===== src/rtl/text_line_renderer.sv =====
// ---------------------------------------------------------------------------
// text_line_renderer
//
// Purpose:
//   Holds the calculator's display line as a small buffer of ASCII codes and
//   turns the running VGA pixel position into (ascii_code, char_x, char_y)
//   for the glyph-pixel stage that follows. The command side edits the line
//   through a valid/ready handshake. The video side is a fixed two-stage
//   pipeline that runs every cycle.
//
// Ports:
//   clk          system / pixel clock
//   rst          synchronous, active-high reset
//   cmd_valid    command present
//   cmd_op       00 push, 01 delete, 10 clear, 11 nop
//   cmd_char     ASCII code carried by a push
//   cmd_ready    high when a command can be accepted this cycle
//   overflow     one-cycle pulse when a push is dropped on a full line
//   char_count   number of characters currently held
//   pix_x/pix_y  current VGA column / row
//   pix_de       VGA display-enable
//   ascii_code   character for the current cell (0x20 when the cell is empty)
//   char_x       x offset inside the 32x32 cell
//   char_y       y offset inside the 32x32 cell
//   text_active  pixel lies inside the text line and pix_de was high
// ---------------------------------------------------------------------------
module text_line_renderer #(
   parameter int MAX_CHARS = 16,
   parameter int ORIGIN_X  = 64,
   parameter int ORIGIN_Y  = 48
) (
   input  logic                             clk,
   input  logic                             rst,
   input  logic                             cmd_valid,
   input  logic [1:0]                       cmd_op,
   input  logic [7:0]                       cmd_char,
   output logic                             cmd_ready,
   output logic                             overflow,
   output logic [$clog2(MAX_CHARS+1)-1:0]   char_count,
   input  logic [9:0]                       pix_x,
   input  logic [9:0]                       pix_y,
   input  logic                             pix_de,
   output logic [7:0]                       ascii_code,
   output logic [4:0]                       char_x,
   output logic [4:0]                       char_y,
   output logic                             text_active
);

   localparam int          CW       = $clog2(MAX_CHARS + 1);
   localparam int          AW       = $clog2(MAX_CHARS);
   localparam logic [7:0]  SPACE    = 8'h20;
   localparam logic [9:0]  OX       = 10'(ORIGIN_X);
   localparam logic [9:0]  OY       = 10'(ORIGIN_Y);
   localparam logic [10:0] REGION_W = 11'(32 * MAX_CHARS);

   typedef enum logic {
      ST_CLEAR,
      ST_IDLE
   } state_t;

   state_t          r_state;
   state_t          w_nextState;
   logic [AW-1:0]   r_sweepPtr;
   logic [AW-1:0]   w_nextSweepPtr;
   logic [CW-1:0]   r_charCount;
   logic [CW-1:0]   w_nextCount;
   logic            r_overflow;
   logic            w_nextOverflow;
   logic            w_wrEn;
   logic [AW-1:0]   w_wrAddr;
   logic [7:0]      w_wrData;
   logic [AW-1:0]   w_delAddr;

   logic [7:0]      r_buf [MAX_CHARS];

   logic [9:0]      w_dx;
   logic [9:0]      w_dy;
   logic            w_inRegion;
   logic [9:0]      r_dx;
   logic [4:0]      r_dy;
   logic            r_inRegion;
   logic [AW-1:0]   r_col;
   logic [7:0]      r_asciiCode;
   logic [4:0]      r_charX;
   logic [4:0]      r_charY;
   logic            r_textActive;

   // The count is 1..MAX_CHARS whenever a delete is honoured, so the low AW
   // bits minus one always address the last held cell (MAX_CHARS wraps to 0).
   assign w_delAddr = r_charCount[AW-1:0] - 1'b1;

   // State, sweep pointer, count and overflow pulse. Reset restarts the
   // sweep from cell 0 even when it arrives in the middle of a sweep.
   always_ff @(posedge clk) begin
      if (rst) begin
         r_state     <= ST_CLEAR;
         r_sweepPtr  <= '0;
         r_charCount <= '0;
         r_overflow  <= 1'b0;
      end else begin
         r_state     <= w_nextState;
         r_sweepPtr  <= w_nextSweepPtr;
         r_charCount <= w_nextCount;
         r_overflow  <= w_nextOverflow;
      end
   end

   // Next-state and command decode. The single buffer write port is shared
   // between the blanking sweep and push/delete, which never overlap because
   // commands are only taken in IDLE.
   always_comb begin
      w_nextState    = r_state;
      w_nextSweepPtr = r_sweepPtr;
      w_nextCount    = r_charCount;
      w_nextOverflow = 1'b0;
      w_wrEn         = 1'b0;
      w_wrAddr       = r_sweepPtr;
      w_wrData       = SPACE;
      cmd_ready      = 1'b0;
      case (r_state)
         ST_CLEAR: begin
            w_wrEn         = 1'b1;
            w_nextSweepPtr = r_sweepPtr + 1'b1;
            if (r_sweepPtr == AW'(MAX_CHARS - 1)) begin
               w_nextState = ST_IDLE;
            end
         end
         ST_IDLE: begin
            cmd_ready = 1'b1;
            if (cmd_valid) begin
               case (cmd_op)
                  2'b00: begin
                     if (r_charCount < CW'(MAX_CHARS)) begin
                        w_wrEn      = 1'b1;
                        w_wrAddr    = r_charCount[AW-1:0];
                        w_wrData    = cmd_char;
                        w_nextCount = r_charCount + 1'b1;
                     end else begin
                        w_nextOverflow = 1'b1;
                     end
                  end
                  2'b01: begin
                     if (r_charCount != '0) begin
                        w_wrEn      = 1'b1;
                        w_wrAddr    = w_delAddr;
                        w_nextCount = r_charCount - 1'b1;
                     end
                  end
                  2'b10: begin
                     w_nextCount    = '0;
                     w_nextSweepPtr = '0;
                     w_nextState    = ST_CLEAR;
                  end
                  default: begin
                  end
               endcase
            end
         end
         default: begin
            w_nextState = ST_CLEAR;
         end
      endcase
   end

   // Line buffer: plain RAM with no reset, blanked by the sweep instead.
   // The render read uses the value before any write on the same edge.
   always_ff @(posedge clk) begin
      if (w_wrEn && !rst) begin
         r_buf[w_wrAddr] <= w_wrData;
      end
   end

   assign w_dx       = pix_x - OX;
   assign w_dy       = pix_y - OY;
   assign w_inRegion = pix_de && (pix_x >= OX) && ({1'b0, w_dx} < REGION_W)
                       && (pix_y >= OY) && (w_dy < 10'd32);

   // Render stage 1: offsets from the line origin and the region test.
   // Inside the region the column always fits in AW bits.
   always_ff @(posedge clk) begin
      if (rst) begin
         r_dx       <= '0;
         r_dy       <= '0;
         r_inRegion <= 1'b0;
         r_col      <= '0;
      end else begin
         r_dx       <= w_dx;
         r_dy       <= w_dy[4:0];
         r_inRegion <= w_inRegion;
         r_col      <= w_dx[5 +: AW];
      end
   end

   // Render stage 2: buffer lookup. Cells at or beyond the count show a
   // space, so a freshly cleared line is blank before the sweep finishes.
   always_ff @(posedge clk) begin
      if (rst) begin
         r_asciiCode  <= '0;
         r_charX      <= '0;
         r_charY      <= '0;
         r_textActive <= 1'b0;
      end else begin
         r_textActive <= r_inRegion;
         if (r_inRegion) begin
            r_asciiCode <= (CW'(r_col) < r_charCount) ? r_buf[r_col] : SPACE;
            r_charX     <= r_dx[4:0];
            r_charY     <= r_dy;
         end else begin
            r_asciiCode <= SPACE;
            r_charX     <= '0;
            r_charY     <= '0;
         end
      end
   end

   assign overflow    = r_overflow;
   assign char_count  = r_charCount;
   assign ascii_code  = r_asciiCode;
   assign char_x      = r_charX;
   assign char_y      = r_charY;
   assign text_active = r_textActive;

endmodule

===== config.mk =====
export PLATFORM = sky130hd
export DESIGN_NAME = text_line_renderer
export DESIGN_NICKNAME = d
export VERILOG_FILES = /design/src/rtl/text_line_renderer.sv
export SDC_FILE = /design/constraint.sdc
export NUM_CORES = 1
export LEC_CHECK = 0
export BUFFER_PORTS_ARGS = -buffer_cell sky130_fd_sc_hd__buf_2
export CAP_MARGIN = 25
export CORE_UTILIZATION = 53
export CTS_CLUSTER_SIZE = 20
export DETAILED_ROUTE_END_ITERATION = 10
export GPL_TIMING_DRIVEN = 1
export PLACE_DENSITY = 0.75
export SYNTH_ARGS = -nofsm -noshare
export SYNTH_HDL_FRONTEND = slang
export SYNTH_SLANG_ARGS = --single-unit
export TNS_END_PERCENT = 1

===== constraint.sdc =====
create_clock -name clk -period 2.7 [get_ports clk]
set_input_delay 0.135 -clock clk [delete_from_list [all_inputs] [get_ports clk]]
set_output_delay 0.135 -clock clk [all_outputs]
set_load 0.02 [all_outputs]

## Word-level counts from Yosys, hierarchy flattened

Memory sizes are Yosys's and may differ from the RTL's. A register that Yosys moved wholly into a read port is not among the register bits.
Cells that the tools add are included.

- Add/sub/neg operators: 6
- Order comparisons: 6
- Eq/ne operators: 7
- Mux-type cells: 31
- Bitwise gates (word level): 5
- Reduce and logical (&&, ||, !) cells: 14

Operators with widths:

| kind | number |
|---|---|
| 8-bit 2-to-1 mux | 4 |
| 4-bit 2-to-1 mux | 7 |
| 4-bit case mux with 2 select lines | 2 |
| 5-bit case mux with 3 select lines | 1 |
| 6-bit 2-to-1 mux | 2 |
| 10-bit by 6-bit >= comparator with 1-bit output, second input constant | 1 |
| 10-bit by 7-bit >= comparator with 1-bit output, second input constant | 1 |
| 10-bit less-than comparator, second input constant | 1 |
| 10-bit by 6-bit less-than comparator with 1-bit output, second input constant | 1 |
| 1-bit 2-to-1 mux | 10 |
| 5-bit 2-to-1 mux | 2 |
| 10-bit by 6-bit subtractor with 10-bit output, second input constant | 1 |
| 10-bit by 7-bit subtractor with 10-bit output, second input constant | 1 |
| 2-bit inequality test, second input constant | 3 |
| 1-bit case mux with 2 select lines | 3 |
| 5-bit by 1-bit adder with 5-bit output, second input constant | 1 |
| 1-bit logical AND | 5 |
| 4-bit by 5-bit less-than comparator with 1-bit output | 1 |
| 5-bit less-than comparator, second input constant | 1 |
| 1-bit NOT | 5 |
| 5-bit AND reduction | 1 |
| 5-bit nonzero test | 1 |
| 5-bit by 1-bit subtractor with 5-bit output, second input constant | 1 |
| 4-bit by 1-bit adder with 4-bit output, second input constant | 1 |
| other kinds (12) | 12 |

- Register bits after elaboration: 45
- Memory bits (writable): 128
- Output and inout bits: 26
- Memories: 1

Memories:

| memory | depth | width | rd ports | clocked after memory_dff | wr ports | line | text |
|---|---|---|---|---|---|---|---|
| r_buf | 16 | 8 | 1 | 1 | 1 | 74 | `logic [7:0] r_buf [MAX_CHARS];` |

## Longest topological paths before layout

- Depth in word-level cells: 8
- Gate-level depth with buffers: 9
- Gate-level depth less buffers: 7

## Worst setup path after synthesis

OpenSTA, ideal clock, no wires.

- Kind: reg-to-reg
- Start point: register r_charCount[0] (netlist: char_count[0])
- End point: memory r_buf[13][0], enable pin
- Arrival: 2.589 ns
- Setup slack: -0.259 ns
- Stages on the path, launching flop included: 9
- Buffers on the path: 1
- Period minus slack after synthesis: 2.959 ns
- Path through: dfxtp_1 inv_1 ha_1 or4b_1 buf_6 a32o_2 a22o_1 or3b_4 nor2_1

- Word-level cells in the longest chain between the ends: 8
- Elaborated cells between the ends (all ways): 16
- Classes of those cells: add/sub: 1; order compare: 1; mux: 12; reduce/logical: 2

RTL lines:

| item | line | text |
|---|---|---|
| start: declaration | 65 | `logic [CW-1:0] r_charCount;` |
| start signal: assignment | 103 | `r_charCount <= w_nextCount;` |
| 5-bit less-than comparator or 5-bit nonzero test (tied branches) | 133, 143 |  |
| 1-bit 2-to-1 mux, on equally long branches | 133, 143 |  |
| 1-bit case mux with 2 select lines | 131 | `case (cmd_op)` |
| 1-bit 2-to-1 mux | 130 | `if (cmd_valid) begin` |
| 1-bit case mux with 2 select lines | 120 | `case (r_state)` |
| 1-bit logical AND | 168 | `if (w_wrEn && !rst) begin` |
| 1-bit 2-to-1 mux | 168 |  |
| 1-bit 2-to-1 mux (not written as such) | 169 | `r_buf[w_wrAddr] <= w_wrData;` |
| end: declaration | 74 |  |

Parallel ways exist; a longest one is shown, timed or not.

## Worst setup path in the final report

- Start point: register r_charCount[0] (netlist: char_count[0])
- End point: memory r_buf[15][3], enable pin

Same word-level chain as after synthesis.

==> out/qor.yml <==
worst_setup_path:
  path_delay_family: "simple AND/OR/NAND/NOR gates"
  cp-end-kind: "register"
  slowest_stage: "nor2_1"
  slowest_delay_ns: 0.54
  path_class: "register to register"
  critPathArrivalTime_ns: 2.67
  worst-path-stages: 7
  required_ns: 2.76
  critPathBufInv: 1
  crit_chain: "inv_1, ha_1, or4b_4, nor4_1, o32a_1, o221ai_1, nor2_1"
  critPathMaxFanout: 8
  start_kind: "register"
  r2r_cells: 7
sta:
  fmax_ghz: 0.382
  drv_slew: 0
  setup_slack_ns: 0.0836
  skew_ns: 0.00860
  hold_ws_ns: 0.0810
  slew_headroom: 0.544
  post-route-period-util: 0.969
  hold_viol_final: 0
  fin_crit_ns: 2.62
  setup_viol: 0
  max_slew.worst_pin.slew_ns: 0.684
  rsz0062_at_grt: "no"
cells_and_area:
  fill_cells: 869
  syn_to_final_growth_pct: 20.4
  final_layout_size_suffix_gt1_frac: 0.332
  final_nets: 582
  post-route-util: 0.662
  n_antenna_cell: 0
  final_cells: 720
logic_synthesis:
  synth_edf_count: 128
  syn_inst: 432
  async_flop_share: 0
  synthTopCellsByCount: "edfxtp_1 (128), dfxtp_1 (45), mux4_2 (39)"
  synthTopCellsByArea: "edfxtp_1 (55%), dfxtp_1 (13%), mux4_2 (13%)"
  synth_area_per_cell_sq_um: 16.3
  synth_ff_type: "edfxtp_1"
  synth_top_area_share: 0.547
  synth-seq-area-share: 0.676
  synth.distinct_cells: 60
  ys_ff_latch: 173
  netlist_area_sq_mm: 0.00702
  synth.largest_area_cell: "edfxtp_1"
  synth.net_count: 479
  ys.warnings.count: 0
  synth.most_common_cell: "edfxtp_1"
power:
  peakVddDrop_v: 0.000588
  leakage_nw: 3.00
  power_density_mw_per_mm2: 654
  power_mw: 5.53
min_path:
  hp-class: "input pin to register"
  whs_path_depth: 4
global_routing:
  gr-total-overflow: 0
  grt_pass1_vias: 4113
  grt_pass1_wl_um: 22500
  grt_use_total: 0.237
  antenna_found_initial: 0
  grt_start_max_net_pins: 34
clock_tree:
  clkLatencyLatePin_ns: 0.43
  cts_root_buffer: "clkbuf_16"
  cts_buffers: 17
  h-tree-depth: 4
  cts.sinks: 173
  cts.clk_slew.worst_paths_ns: 0.07
  cts_tree: "built"
  cts_buffer_depth: 2
status:
  status: "complete, no violations"
route:
  drt_wl_total_um: 14400
  met3_wirelength_um: 707
  dr_wl_met2_um: 7560
  maxUsedRoutingLayer: "met4"
  wl_met1_um: 5850
  post-route-drc-count: 0
  vias: 4104
  wire_per_inst_um: 20.0
  drt-vias-per-instance: 5.70
  drt_pass1_iterations: 5
  drt_iter0_drc: 250
  ant_nets: 0
floorplan:
  pin_count: 60
  start_util: 0.550
  die_width_um: 117
  num_rows: 41
  core_area_sq_mm: 0.0128
  die_area_sq_mm: 0.0137
  die_y_um: 117
place:
  dp.cells: 672
  hpwl_um: 9420
  io_buffers: 59
  dpl_worst_slack_ns: -0.0125
  gp_congestion: 0.824
job:
  max-cap-violations: 0
[state kept, by name, summed over array words and instances (netlist names), 4 cells and up]
signal and flops:
r_buf 128, ascii_code 8, char_count 5, char_x 5, char_y 5, r_dx 5
r_dy 5, r_col 4, r_sweepPtr 4
[cell families (layout without fill, tap and decap cells)]
family | count (synthesis) | in the layout | synth area share
simple gates | 124 | 124 | 0.100
flops | 173 | 173 | 0.676
compound gates | 47 | 47 | 0.0492
mux | 40 | 40 | 0.127
fa+ha+maj | 13 | 13 | 0.0242
xor+xnor | 4 | 4 | 0.00499
buf+inv | 31 | 147 | 0.0189
[report_power, final]
part | internal [mW] | total (mW) | leakage [nW] | switching [mW]
clock | 1.27 | 2.34 | 0.286 | 1.06
sequential | 2.86 | 2.88 | 1.50 | 0.0214
combinational | 0.167 | 0.317 | 1.21 | 0.150
[worst paths after layout]
check	from	endpoint	slack, ns
worst min register to register	r_dx[3]	char_x[3]	0.43
worst max register to register	char_count[0]	r_buf[15][3]	0.08
worst max-delay path	char_count[0]	r_buf[15][3]	0.08
worst min-delay path	pix_x[7]	r_col[2]	0.08
[metrics by stage]
stage                     cell area, sq um  setup TNS [ns]
final                                 8450               0
after global routing                  8450               0
after CTS                             8450               0
after detailed placement              7720          -0.190
after global placement                7720               0
after floorplan                       7070           -6.67
[metal layers]
metal  global-route usage  up-vias
li1                     -     1883
met1                0.295     2067
met2                0.399      125
met3               0.0566       29
met4                0.105        0
met5                    0        -
[area by class of cell]
type,count,area [sq um],share of cell area
clock inverters,13,119,0.0141
clock buffers,19,454,0.0537
flip-flops and latches,173,4750,0.561
inverters,12,45.0,0.00533
repair buffers,103,676,0.0799
multi-input cells,228,2200,0.260
well taps,172,215,0.0255
[worst reg2reg max path, cell delays in order (launching register included)]
cell	delay (ns)
dfxtp_1	0.31
inv_1	0.08
ha_1	0.14
or4b_4	0.52
nor4_1	0.28
o32a_1	0.21
o221ai_1	0.15
nor2_1	0.54
[cells in the final DEF, fill, tap and decap left out, drive strengths merged, types with 3 or more instances in the layout]
master       count
nand3            4
inv             22
nor2            32
and2            18
clkinv           3
a21o             4
xnor2            3
nor4             4
or3              4
edfxtp         128
nand2           10
nor2b           23
nand4            3
nor3             7
clkbuf          19
o21ai            6
mux4            39
a21oi           11
a211oi           3
dlygate4sd3     15
a31oi            4
buf             88
nor3b            3
dfxtp           45
ha              12
nand2b           4
[repair_timing]
action | in CTS | in global routing
pin swaps | 0 | 1
hold buffers | 15 | 0
endpoints found under the setup margin | 32 | 5
hold endpoints to repair | 14 | 0
setup buffers | 0 | 1
gates resized for setup | 1 | 0
(Power assumes the default switching activity.)
